$ cat config.mk
export PLATFORM = sky130hd
export DESIGN_NAME = muladd_pipe
export DESIGN_NICKNAME = d
export VERILOG_FILES = /design/src/rtl/muladd_pkg.sv /design/src/rtl/muladd_stage.sv /design/src/rtl/muladd_pipe.sv
export SDC_FILE = /design/constraint.sdc
export NUM_CORES = 1
export LEC_CHECK = 0
export CORE_MARGIN = 2
export CORE_UTILIZATION = 35
export DETAILED_ROUTE_END_ITERATION = 10
export PLACE_DENSITY = 0.56
export SYNTH_ARGS = -nofsm -noshare
export SYNTH_HDL_FRONTEND = slang
export SYNTH_SLANG_ARGS = --single-unit
$ cat constraint.sdc
create_clock -name clk -period 2.1 [get_ports clk]
set_input_delay 0.21 -clock clk [delete_from_list [all_inputs] [get_ports clk]]
set_output_delay 0.21 -clock clk [all_outputs]
set_load 0.005 [all_outputs]
$ cat src/rtl/muladd_pkg.sv
// Stage record and range-check helpers shared by the muladd_pipe slice.
// Optional feature macro: MULADD_RANGE_CHK_EN (adds the pipelined range_err flag).
package muladd_pkg;

    localparam int MULADD_N = 5;
    localparam int MULADD_M = 3;
    localparam int ACC_W    = MULADD_N + MULADD_M;

    typedef struct packed {
        logic                valid;
        logic [MULADD_N-1:0] merchant;
        logic [MULADD_M-1:0] divisor;
        logic [ACC_W-1:0]    acc;
`ifdef MULADD_RANGE_CHK_EN
        logic                err;
`endif
    } stage_t;

    // Builds the record entering the first stage: accumulator starts at the addend.
    function automatic stage_t load_stage(input logic                valid,
                                          input logic [MULADD_N-1:0] merchant,
                                          input logic [MULADD_M-1:0] divisor,
                                          input logic [MULADD_M-1:0] remainder);
        stage_t s;
        s          = '0;
        s.valid    = valid;
        s.merchant = merchant;
        s.divisor  = divisor;
        s.acc      = ACC_W'(remainder);
`ifdef MULADD_RANGE_CHK_EN
        s.err      = (remainder >= divisor);
`endif
        return s;
    endfunction

`ifdef MULADD_RANGE_CHK_EN
    // Not a legal divider output pair: result wider than N bits, or remainder >= divisor.
    function automatic logic range_err_of(input stage_t s);
        return s.err | (|s.acc[ACC_W-1:MULADD_N]);
    endfunction
`endif

endpackage

$ cat src/rtl/muladd_stage.sv
// One shift-and-add step: adds merchant << K when divisor bit K is set.
// Data only loads on a valid record so bubbles leave the stage untouched.
module muladd_stage
    import muladd_pkg::*;
#(
    parameter int K = 0
) (
    input  logic   clk,
    input  logic   rst_n,
    input  stage_t stage_i,
    output stage_t stage_o
);

    stage_t stage_d;
    stage_t stage_q;

    always_comb begin
        stage_d = stage_i;
        if (stage_i.divisor[K]) begin
            stage_d.acc = stage_i.acc + (ACC_W'(stage_i.merchant) << K);
        end
    end

    always_ff @(posedge clk or negedge rst_n) begin
        if (!rst_n) begin
            stage_q <= '0;
        end else if (stage_i.valid) begin
            stage_q <= stage_d;
        end else begin
            stage_q.valid <= 1'b0;
        end
    end

    assign stage_o = stage_q;

endmodule

$ cat src/rtl/muladd_pipe.sv
// Pipelined multiply-add rebuilding a dividend: product = merchant*divisor + remainder.
// Optional feature macro: MULADD_RANGE_CHK_EN adds output range_err.
module muladd_pipe
    import muladd_pkg::*;
#(
    parameter int N = MULADD_N,
    parameter int M = MULADD_M
) (
    input  logic         clk,
    input  logic         rst_n,
    input  logic         data_enable,
    input  logic [N-1:0] merchant,
    input  logic [M-1:0] divisor,
    input  logic [M-1:0] remainder,
    output logic         result_ready,
`ifdef MULADD_RANGE_CHK_EN
    output logic         range_err,
`endif
    output logic [N+M-1:0] product
);

    // pipe[k] feeds stage k; pipe[M] is the registered output of the last stage.
    stage_t pipe [0:M];

    assign pipe[0] = load_stage(data_enable, merchant, divisor, remainder);

    for (genvar k = 0; k < M; k++) begin : g_stage
        muladd_stage #(
            .K(k)
        ) u_stage (
            .clk    (clk),
            .rst_n  (rst_n),
            .stage_i(pipe[k]),
            .stage_o(pipe[k+1])
        );
    end

    assign result_ready = pipe[M].valid;
    assign product      = pipe[M].acc;

`ifdef MULADD_RANGE_CHK_EN
    // Flag is derived from registered state, so it holds and resets with the result.
    assign range_err = range_err_of(pipe[M]);
`endif

    logic unused_tail;
    assign unused_tail = ^{pipe[M].merchant, pipe[M].divisor};

endmodule
==> metrics.txt <==
relative slew slack 46.06%; ys async rst share 100.0%; crit share post-route 90.66%; final WL 3417 um; simple logic cell fraction of the synthesized area 9.961%; Max Buffers Root-to-Sink 2; first-pass GRT wire length 6210 um; register area share after synthesis 47.56%; DR pass1 iterations 4; Largest register FFs 37; Post-Syn Area 1947 um^2; core area 5439 um^2; Avg Cell Area, Syn 11.00 um^2; CTS clk-pin slew, worst paths 0.08 ns; Net Sw Frac 29.19%; register area 925.9 um^2; 1st-iter DRT viols 45; CTS Sinks 37; Ant. Diodes 0; Site Rows 27; vias in the first global route 1306; Power Density 819.5 nW/um^2; maximum clock frequency 525.2 MHz; Nets 230; CTS Hold Bufs 0; # fillers 541; mux contribution to synthesized area 12.79%; reg2reg start g_stage[0].u_stage.stage_o[11]$_DFFE_PN0P_; chip width 78.58 um; Final Critical Period 1.904 ns; Root Buffer clkbuf_8; global route total overflow 0; Hold Fails Final Rpt 0; sequential share of power 47.8%; reg2reg end g_stage[1].u_stage.stage_o[5]$_DFFE_PN0P_; GP Congestion 0.7438; H-tree levels 2; Max Cap Viol 0; main combinational cell family by area after synthesis multiplexers; Die Y 78.58 um; Ys Warns 0; routed len/inst 12.52 um; initial antenna violation count 0; Compound-Gate Fraction of Synth Area 11.70%; cell internal pwr 1.343 mW; arrival time worst endpoint 2.08 ns; R2R depth 7; CP max FO 3; via count 1305; Slew Limit Fails 0; Routed Antenna Nets 0; status complete, no violations; xor/xnor share of the synthesized area 2.249%; CP endpoint kind flop; via/cell ratio 4.780; CP Launch Point g_stage[0].u_stage.stage_o[11]$_DFFE_PN0P_; RSZ-0062 raised after global routing false; die area 6175 um^2; area of the multi-input gates 937.1 um^2; Worst Hold Class in2async; largest net degree at the start of global routing 38; hpwl dp 2520 um; Main synth FF type dfrtp_1; endpoints failing setup 0; Post-Synth Adder-Cell Area 11.44%; Synth area leaders dfrtp_1, mux2_2, ha_1; R2R setup slack 0.20 ns; Post-CTS Setup Inserts 0; Static Leak 1.001 nW; clock skew after layout 0.005993 ns; DRC viols 0; Num CTS Buffers 5; clock network fraction of total power 25.7%; number of synthesized flops with an enable pin 0; #FFs+latches synth 37; Hold WS 0.005110 ns; WP data required 2.28 ns; CTS resizes 0; I/O Buffers 22; logic gate share of total power 26.5%; syn_nets 207; Synth top area share 47.56%; Setup CP Type reg2reg; Total GRT Usage 12.95%; Cell variety after synth 29; largest area contributor in the netlist dfrtp_1; P&R area growth vs syn 18.89%; Mapped Cells 177; Psw 0.5538 mW; Initial Util 35.79%; share of layout cells above drive strength 1 14.93%; Top Ports 23; Startpoint Class flop; Worst Tran Pin Value 0.8092 ns; clock latency on the worst-skew pair 0.29 ns; CTS tree done; setup_tns 0 ns; worst vdd ir 0.0003024 V
-- worst max-delay path, cell delays in order, from the launching register on --
cell and delay (ns):
dfrtp_1 0.40, ha_1 0.21, inv_1 0.07, fa_1 0.39
nand2b_1 0.16, a21oi_1 0.18, mux2i_1 0.10, a311o_1 0.28
-- area by class of cell --
| type | instances | share of cell area, % |
|---|---|---|
| multi-input combinational | 120 | 40.49 |
| sequential | 37 | 40.00 |
| timing repair buffer | 24 | 9.946 |
| tap | 72 | 3.892 |
| clock buffer | 5 | 2.973 |
| inverter | 12 | 1.946 |
| clock inverter | 3 | 0.7568 |
-- metrics by stage --
stage / cell area [um^2] / total power, mW / util [%] / setup slack, ns / std cells
floorplan: 1947 / 1.236 / - / 0.4216 / 177
global placement: 2228 / 1.421 / 40.97 / 0.1217 / 265
detailed placement: 2228 / 1.429 / 40.97 / 0.07827 / 265
CTS: 2315 / 1.922 / 42.56 / 0.1971 / 273
global route: 2315 / 2.046 / 42.56 / 0.1190 / 273
finish: 2315 / 1.897 / 42.56 / 0.1961 / 273
-- kinds of logic after synthesis --
family / after synthesis
adders and majority gates: 16
muxes: 23
buffers and inverters: 20
AOI/OAI and AO/OA: 37
xor gates and xnor gates: 5
DFF: 37
and+or+nand+nor: 39
-- how the worst max path moves through the flow --
stage,to,cells after the start,slack [ns]
5_1_grt,g_stage[1].u_stage.stage_o[5]$_DFFE_PN0P_,7,0.12
6_report,g_stage[1].u_stage.stage_o[5]$_DFFE_PN0P_,7,0.20
4_1_cts,g_stage[1].u_stage.stage_o[5]$_DFFE_PN0P_,7,0.20
3_5_place_dp,g_stage[0].u_stage.stage_o[4]$_DFFE_PN0P_,8,0.08
3_3_place_gp,g_stage[0].u_stage.stage_o[4]$_DFFE_PN0P_,8,0.12
2_1_floorplan,g_stage[2].u_stage.stage_o[6]$_DFFE_PN0P_,7,0.42
-- Yosys cell counts, types with 3 or more instances --
cell type and instances:
dfrtp_1 37, buf_2 7, nor2b_1 7, mux2_2 15, inv_1 11, a21oi_1 17, ha_1 13, mux2i_1 8
fa_1 3, nand2_1 6, o21ai_0 6, xnor2_1 5, nand3_1 4, nor2_1 15
-- power by group through the flow --
stage                     clock network (mW)  logic (mW)  registers, mW
final                                  0.487       0.503          0.907
after floorplan                            0       0.345          0.891
after global placement                     0       0.501          0.921
after detailed placement                   0       0.506          0.923
after CTS                              0.503       0.510          0.909
after global routing                   0.540       0.580          0.927
-- per-layer routing --
layer  vias to the layer above  wire (um)  global-route usage (%)
met3                         6        139                   4.483
li1                        665          -                       -
met4                         0         38                   3.684
met5                         -          0                       0
met1                       608       1698                   17.29
met2                        26       1542                   19.91
-- placed cells by master (no fill, tap or decap), drive strengths merged, types with 3 or more instances in the layout --
master          n
a21oi          18
buf             3
clkbuf          5
clkdlybuf4s50  21
dfrtp          37
fa              3
ha             13
inv            12
mux2           15
mux2i           8
nand2           6
nand3           4
nor2           15
nor2b           7
o21ai           7
xnor2           5
(Power assumes the default switching activity.)
